`src/rtl/count_seq_if.sv`:
```
// Interface bundling the target handshake, counter feedback and status
// signals of the count sequencer. The sequencer is the slave; the
// environment (target source plus up/down counter) is the master.
interface count_seq_if #(
  parameter int WIDTH = 16
) ();
  logic [WIDTH-1:0] tgt_data;
  logic             tgt_valid;
  logic             tgt_ready;
  logic             abort;
  logic [WIDTH-1:0] cur_data;
  logic             en;
  logic             up;
  logic             busy;
  logic             done;
  logic             aborted;
  logic [WIDTH-1:0] steps;

  modport slave (
    input  tgt_data, tgt_valid, abort, cur_data,
    output tgt_ready, en, up, busy, done, aborted, steps
  );

  modport master (
    output tgt_data, tgt_valid, abort, cur_data,
    input  tgt_ready, en, up, busy, done, aborted, steps
  );
endinterface

```
`src/rtl/count_seq.sv`:
```
// Count sequencer: accepts a target value and steers an external up/down
// counter to it along the shortest modular path, counting the steps taken.
// en/up are combinational so the counter stops exactly on the target;
// done/aborted are registered one-cycle pulses.
module count_seq #(
  parameter int WIDTH = 16
) (
  input  logic        clk,
  input  logic        reset,
  count_seq_if.slave  bus
);

  typedef enum logic [1:0] {
    S_IDLE = 2'd0,
    S_RUN  = 2'd1,
    S_FIN  = 2'd2
  } state_e;

  // Half of the modular range: a distance of exactly this much counts up.
  localparam logic [WIDTH-1:0] HALF     = {1'b1, {(WIDTH-1){1'b0}}};
  localparam logic [WIDTH-1:0] ONE      = {{(WIDTH-1){1'b0}}, 1'b1};
  localparam logic [WIDTH-1:0] ZERO     = {WIDTH{1'b0}};
  localparam logic [WIDTH-1:0] ALL_ONES = {WIDTH{1'b1}};

  state_e           state_q,   state_d;
  logic [WIDTH-1:0] target_q,  target_d;
  logic [WIDTH-1:0] steps_q,   steps_d;
  logic             done_q,    done_d;
  logic             aborted_q, aborted_d;

  logic             at_target_s;
  logic             en_s;
  logic             up_s;
  logic [WIDTH-1:0] diff_s;

  // Steering: enable only while running, off target and not aborting;
  // direction picks the shorter way round the modular ring.
  always_comb begin
    at_target_s = (bus.cur_data == target_q);
    diff_s      = target_q - bus.cur_data;
    en_s        = (state_q == S_RUN) && !at_target_s && !bus.abort;
    if (en_s && (diff_s <= HALF)) begin
      up_s = 1'b1;
    end else begin
      up_s = 1'b0;
    end
  end

  // Next-state and datapath: handshake, step counting, completion and abort.
  always_comb begin
    state_d   = state_q;
    target_d  = target_q;
    steps_d   = steps_q;
    done_d    = 1'b0;
    aborted_d = 1'b0;
    case (state_q)
      S_IDLE: begin
        if (bus.tgt_valid) begin
          target_d = bus.tgt_data;
          steps_d  = ZERO;
          state_d  = S_RUN;
        end else begin
          state_d  = S_IDLE;
        end
      end
      S_RUN: begin
        if (bus.abort) begin
          aborted_d = 1'b1;
          state_d   = S_IDLE;
        end else if (at_target_s) begin
          done_d  = 1'b1;
          state_d = S_FIN;
        end else if (steps_q != ALL_ONES) begin
          steps_d = steps_q + ONE;
        end else begin
          steps_d = steps_q;
        end
      end
      S_FIN: begin
        state_d = S_IDLE;
      end
      default: begin
        state_d = S_IDLE;
      end
    endcase
  end

  // State and output registers with asynchronous active-low reset.
  always_ff @(posedge clk or negedge reset) begin
    if (!reset) begin
      state_q   <= S_IDLE;
      target_q  <= ZERO;
      steps_q   <= ZERO;
      done_q    <= 1'b0;
      aborted_q <= 1'b0;
    end else begin
      state_q   <= state_d;
      target_q  <= target_d;
      steps_q   <= steps_d;
      done_q    <= done_d;
      aborted_q <= aborted_d;
    end
  end

  assign bus.tgt_ready = (state_q == S_IDLE);
  assign bus.busy      = (state_q != S_IDLE);
  assign bus.en        = en_s;
  assign bus.up        = up_s;
  assign bus.done      = done_q;
  assign bus.aborted   = aborted_q;
  assign bus.steps     = steps_q;

endmodule

```
`src/flat_wrapper.sv`:
```
// flat-port wrapper written by rule: the top's interface ports become plain ports
module count_seq_flat 
#(
  parameter int WIDTH = 16
)
  (clk, reset, bus_tgt_data, bus_tgt_valid, bus_abort, bus_cur_data, bus_tgt_ready, bus_en, bus_up, bus_busy, bus_done, bus_aborted, bus_steps);
  count_seq_if #(.WIDTH(WIDTH)) bus_i ();
  input  logic clk;
  input  logic reset;
  input wire logic [$bits(bus_i.tgt_data)-1:0] bus_tgt_data;
  input wire logic [$bits(bus_i.tgt_valid)-1:0] bus_tgt_valid;
  input wire logic [$bits(bus_i.abort)-1:0] bus_abort;
  input wire logic [$bits(bus_i.cur_data)-1:0] bus_cur_data;
  output wire logic [$bits(bus_i.tgt_ready)-1:0] bus_tgt_ready;
  output wire logic [$bits(bus_i.en)-1:0] bus_en;
  output wire logic [$bits(bus_i.up)-1:0] bus_up;
  output wire logic [$bits(bus_i.busy)-1:0] bus_busy;
  output wire logic [$bits(bus_i.done)-1:0] bus_done;
  output wire logic [$bits(bus_i.aborted)-1:0] bus_aborted;
  output wire logic [$bits(bus_i.steps)-1:0] bus_steps;
  assign bus_i.tgt_data = bus_tgt_data;
  assign bus_i.tgt_valid = bus_tgt_valid;
  assign bus_i.abort = bus_abort;
  assign bus_i.cur_data = bus_cur_data;
  assign bus_tgt_ready = bus_i.tgt_ready;
  assign bus_en = bus_i.en;
  assign bus_up = bus_i.up;
  assign bus_busy = bus_i.busy;
  assign bus_done = bus_i.done;
  assign bus_aborted = bus_i.aborted;
  assign bus_steps = bus_i.steps;
  count_seq #(.WIDTH(WIDTH)) u_core (.clk(clk), .reset(reset), .bus(bus_i));
endmodule
```
`config.mk`:
```
export PLATFORM = sky130hd
export DESIGN_NAME = count_seq_flat
export DESIGN_NICKNAME = d
export VERILOG_FILES = /design/src/rtl/count_seq_if.sv /design/src/rtl/count_seq.sv /design/src/flat_wrapper.sv
export SDC_FILE = /design/constraint.sdc
export NUM_CORES = 1
export LEC_CHECK = 0
export ABC_AREA = 1
export BUFFER_PORTS_ARGS = -buffer_cell sky130_fd_sc_hd__buf_2
export CORE_MARGIN = 5
export CORE_UTILIZATION = 60
export DETAILED_ROUTE_END_ITERATION = 10
export PLACE_DENSITY_LB_ADDON = 0.2
export SLEW_MARGIN = 20
export SYNTH_ARGS = -nofsm -noshare
export SYNTH_HDL_FRONTEND = slang
export SYNTH_SLANG_ARGS = --single-unit
```
`constraint.sdc`:
```
create_clock -name clk -period 3.7 [get_ports clk]
set_input_delay 0.185 -clock clk [delete_from_list [all_inputs] [get_ports clk]]
set_output_delay 0.185 -clock clk [all_outputs]
set_load 0.03 [all_outputs]
```
==> impl_results.md <==
- Status: finished with violations
- Failing checks: negative hold slack
- Cell count after synthesis: 420
- Synth area leaders: dfrtp_1, nand2_1, inv_1, ha_1, mux2_2
- Syn nets: ~470
- DR vias/cell: 5.01
- FILL cells: about 420
- Worst hold margin: -0.0139 ns
- RSZ-0062 raised after global routing: false
- Synth Warn #: 0
- Worst slew pin tran: 0.826 ns
- Vias in the first global route: 2,594
- Share of layout cells above drive strength 1: 0.244
- Port Buffers: 57
- Required @ worst endpoint: 3.51 ns
- Final worst slack: around 1.1 ns
- MaxCap Viol Count: 0
- WL per Instance: ~13 um
- H-tree depth: 2
- Final Core Density: 0.713
- Min-delay worst type: in2async
- Post-route DRC: 0
- First-pass DRT Iterations: 4
- CP endpoint kind: output port
- Routability cong.: 0.914
- Clk slew on worst S/H paths: roughly 0.07 ns
- Lkg Pwr: between 1.5 and 2 nW
- Power Density: roughly 650 mW/mm2
- Setup TNS: 0 ns
- Crit path time final: 2.56 ns
- Dpl ws: 1.39 ns
- Worst slew margin: 0.449
- Fmax: 0.391 GHz
- Setup CP Type: reg2out
- Fin crit share: 0.691
- Longest Clk Path Bufs: 2
- Worst Clk Skew: 0.00359 ns
- N_diodes: 0
- Final hold violations: 36
- FP Rows: 25
- First-pass GRT wire length: 11,600 um
- Most frequent cells in the layout: nand2_1, inv_1, buf_2
- Total die area: about 0.0064 mm2
- Maximum fanout along the worst path: 5
- DRT Wirelength: 6860 um
- Count of state elements after synthesis: 36
- I/O pins: 58
- Sequential fraction of the synthesis area: 0.305
- Post-CTS setup buffers: 0
- Unique masters post-synth: 31
- Share of the synthesized area in the top cell type: 0.305
- CTS tree: built
- Core ar.: 0.00475 mm2
- Maximum VDD drop: 0.465 mV
- Total track usage: 0.226
- ANT nets after route: 0
- Initial antenna violation count: 0
- Yosys top cell by area: dfrtp_1
- 1st-iter DRT viols: 168
- Syn avg cell area: 7.04 um2
- Clock sinks: 36
- Setup violators final: 0
- Post-DP HPWL: 5550 um
- Vias: about 2,700
- Overall die width: 80.2 um
- Crit path launch type: register
- Max-slew violation count: 0
- Commonest non-fill, non-tap cell in the layout: nand2_1
- Layout Nets: 531
- Post-Syn Area: 0.00296 mm2
- Starting Density: 0.622
- Worst EP arrival: 2.37 ns
- Clock buffer count from CTS: 5
- Largest net degree at the start of global routing: 37
- Die height: 80.2 um
- Grt ovf: 0
- Area Growth Syn to Fin: 14.7%
- Cts repair resizes: 0
- Root buffer cell: clkbuf_8
- CTS Hold Bufs: 0
- Worst-Skew Late Latency: 0.29 ns
[metal layers]
layer	track usage	vias to the layer above	share of wire
met3	0.0493	6	0.072
met2	0.349	85	0.44
met1	0.323	1225	0.48
met5	0	-	0
li1	-	1422	-
met4	0.0507	0	0.0071
[kinds of logic after synthesis]
kind of cell             share of synthesized area
flip-flops                                   0.305
AO/OA/AOI/OAI                               0.0639
buffers and inverters                        0.121
AND/OR/NAND/NOR                              0.341
adder cells (fa/ha/maj)                     0.0677
multiplexers                                0.0572
XOR/XNOR                                    0.0445
[worst paths after layout]
check | startpoint | depth (start not counted) | endpoint | slack, ns
setup / recovery | u_core.target_q[10] | 11 | bus_up | 1.14
hold / removal | reset | 1 | u_core.bus.steps[3] | -0.01
setup reg to reg | u_core.target_q[8] | 10 | u_core.bus.steps[15] | 1.37
hold reg to reg | u_core.target_q[14] | 1 | u_core.target_q[14] | 0.52
max in group asynchronous | reset | 1 | u_core.bus.steps[8] | 3.20
min in group clk | bus_abort | 3 | u_core.bus.aborted | 0.11
[power breakdown]
| group | internal, mW | leakage [nW] | switching, mW |
|---|---|---|---|
| clock | 0.200 | 0.0552 | 0.143 |
| sequential | 0.499 | 0.460 | 0.0718 |
| combinational | 0.455 | 1.36 | 0.829 |
| total | 1.15 | 1.88 | 1.04 |
[layout make-up]
class	instances	area [um2]	area share
inverter	82	308	0.0908
clock inverter	2	35.0	0.0103
timing repair buffer	58	293	0.0864
tap	67	83.8	0.0247
sequential	36	901	0.266
clock buffer	6	72.6	0.0214
multi-input combinational	296	1700	0.501
[critical path, cell delays in order, from the launching register on]
cell and delay, ns:
dfrtp_1 0.40, ha_1 0.40, nand2_1 0.13, nor2_1 0.21, and2_1 0.16, nand2_1 0.09
nand3_1 0.09, nand3_1 0.09, nor2_1 0.11, nand2_1 0.07, a21oi_2 0.13, buf_2 0.21
[flip-flops by register name, indices dropped and copies added, names as in the netlist]
| name | count |
|---|---|
| u_core.bus.aborted | 1 |
| u_core.bus.done | 1 |
| u_core.bus.steps | 16 |
| u_core.state_q | 2 |
| u_core.target_q | 16 |
[Yosys cell counts (all sizes together)]
library cell	number
a21oi	10
and2	4
buf	5
clkbuf	1
dfrtp	36
ha	16
inv	82
mux2	15
nand2	124
nand3	32
nand3b	3
nand4	6
nor2	42
nor3	9
nor3b	1
nor4	3
o21ai	15
o21bai	1
xnor2	1
xor2	14
[through the flow]
step / total power [mW] / instance area (um2) / instances
after detailed placement: 1.85 / 3280 / 539
after CTS: 2.19 / 3390 / 547
final: 2.20 / 3390 / 547
after floorplan: 1.60 / 2960 / 420
after global routing: 2.40 / 3390 / 547
after global placement: 1.83 / 3280 / 539
No activity file was read; power rests on OpenSTA's default activity.
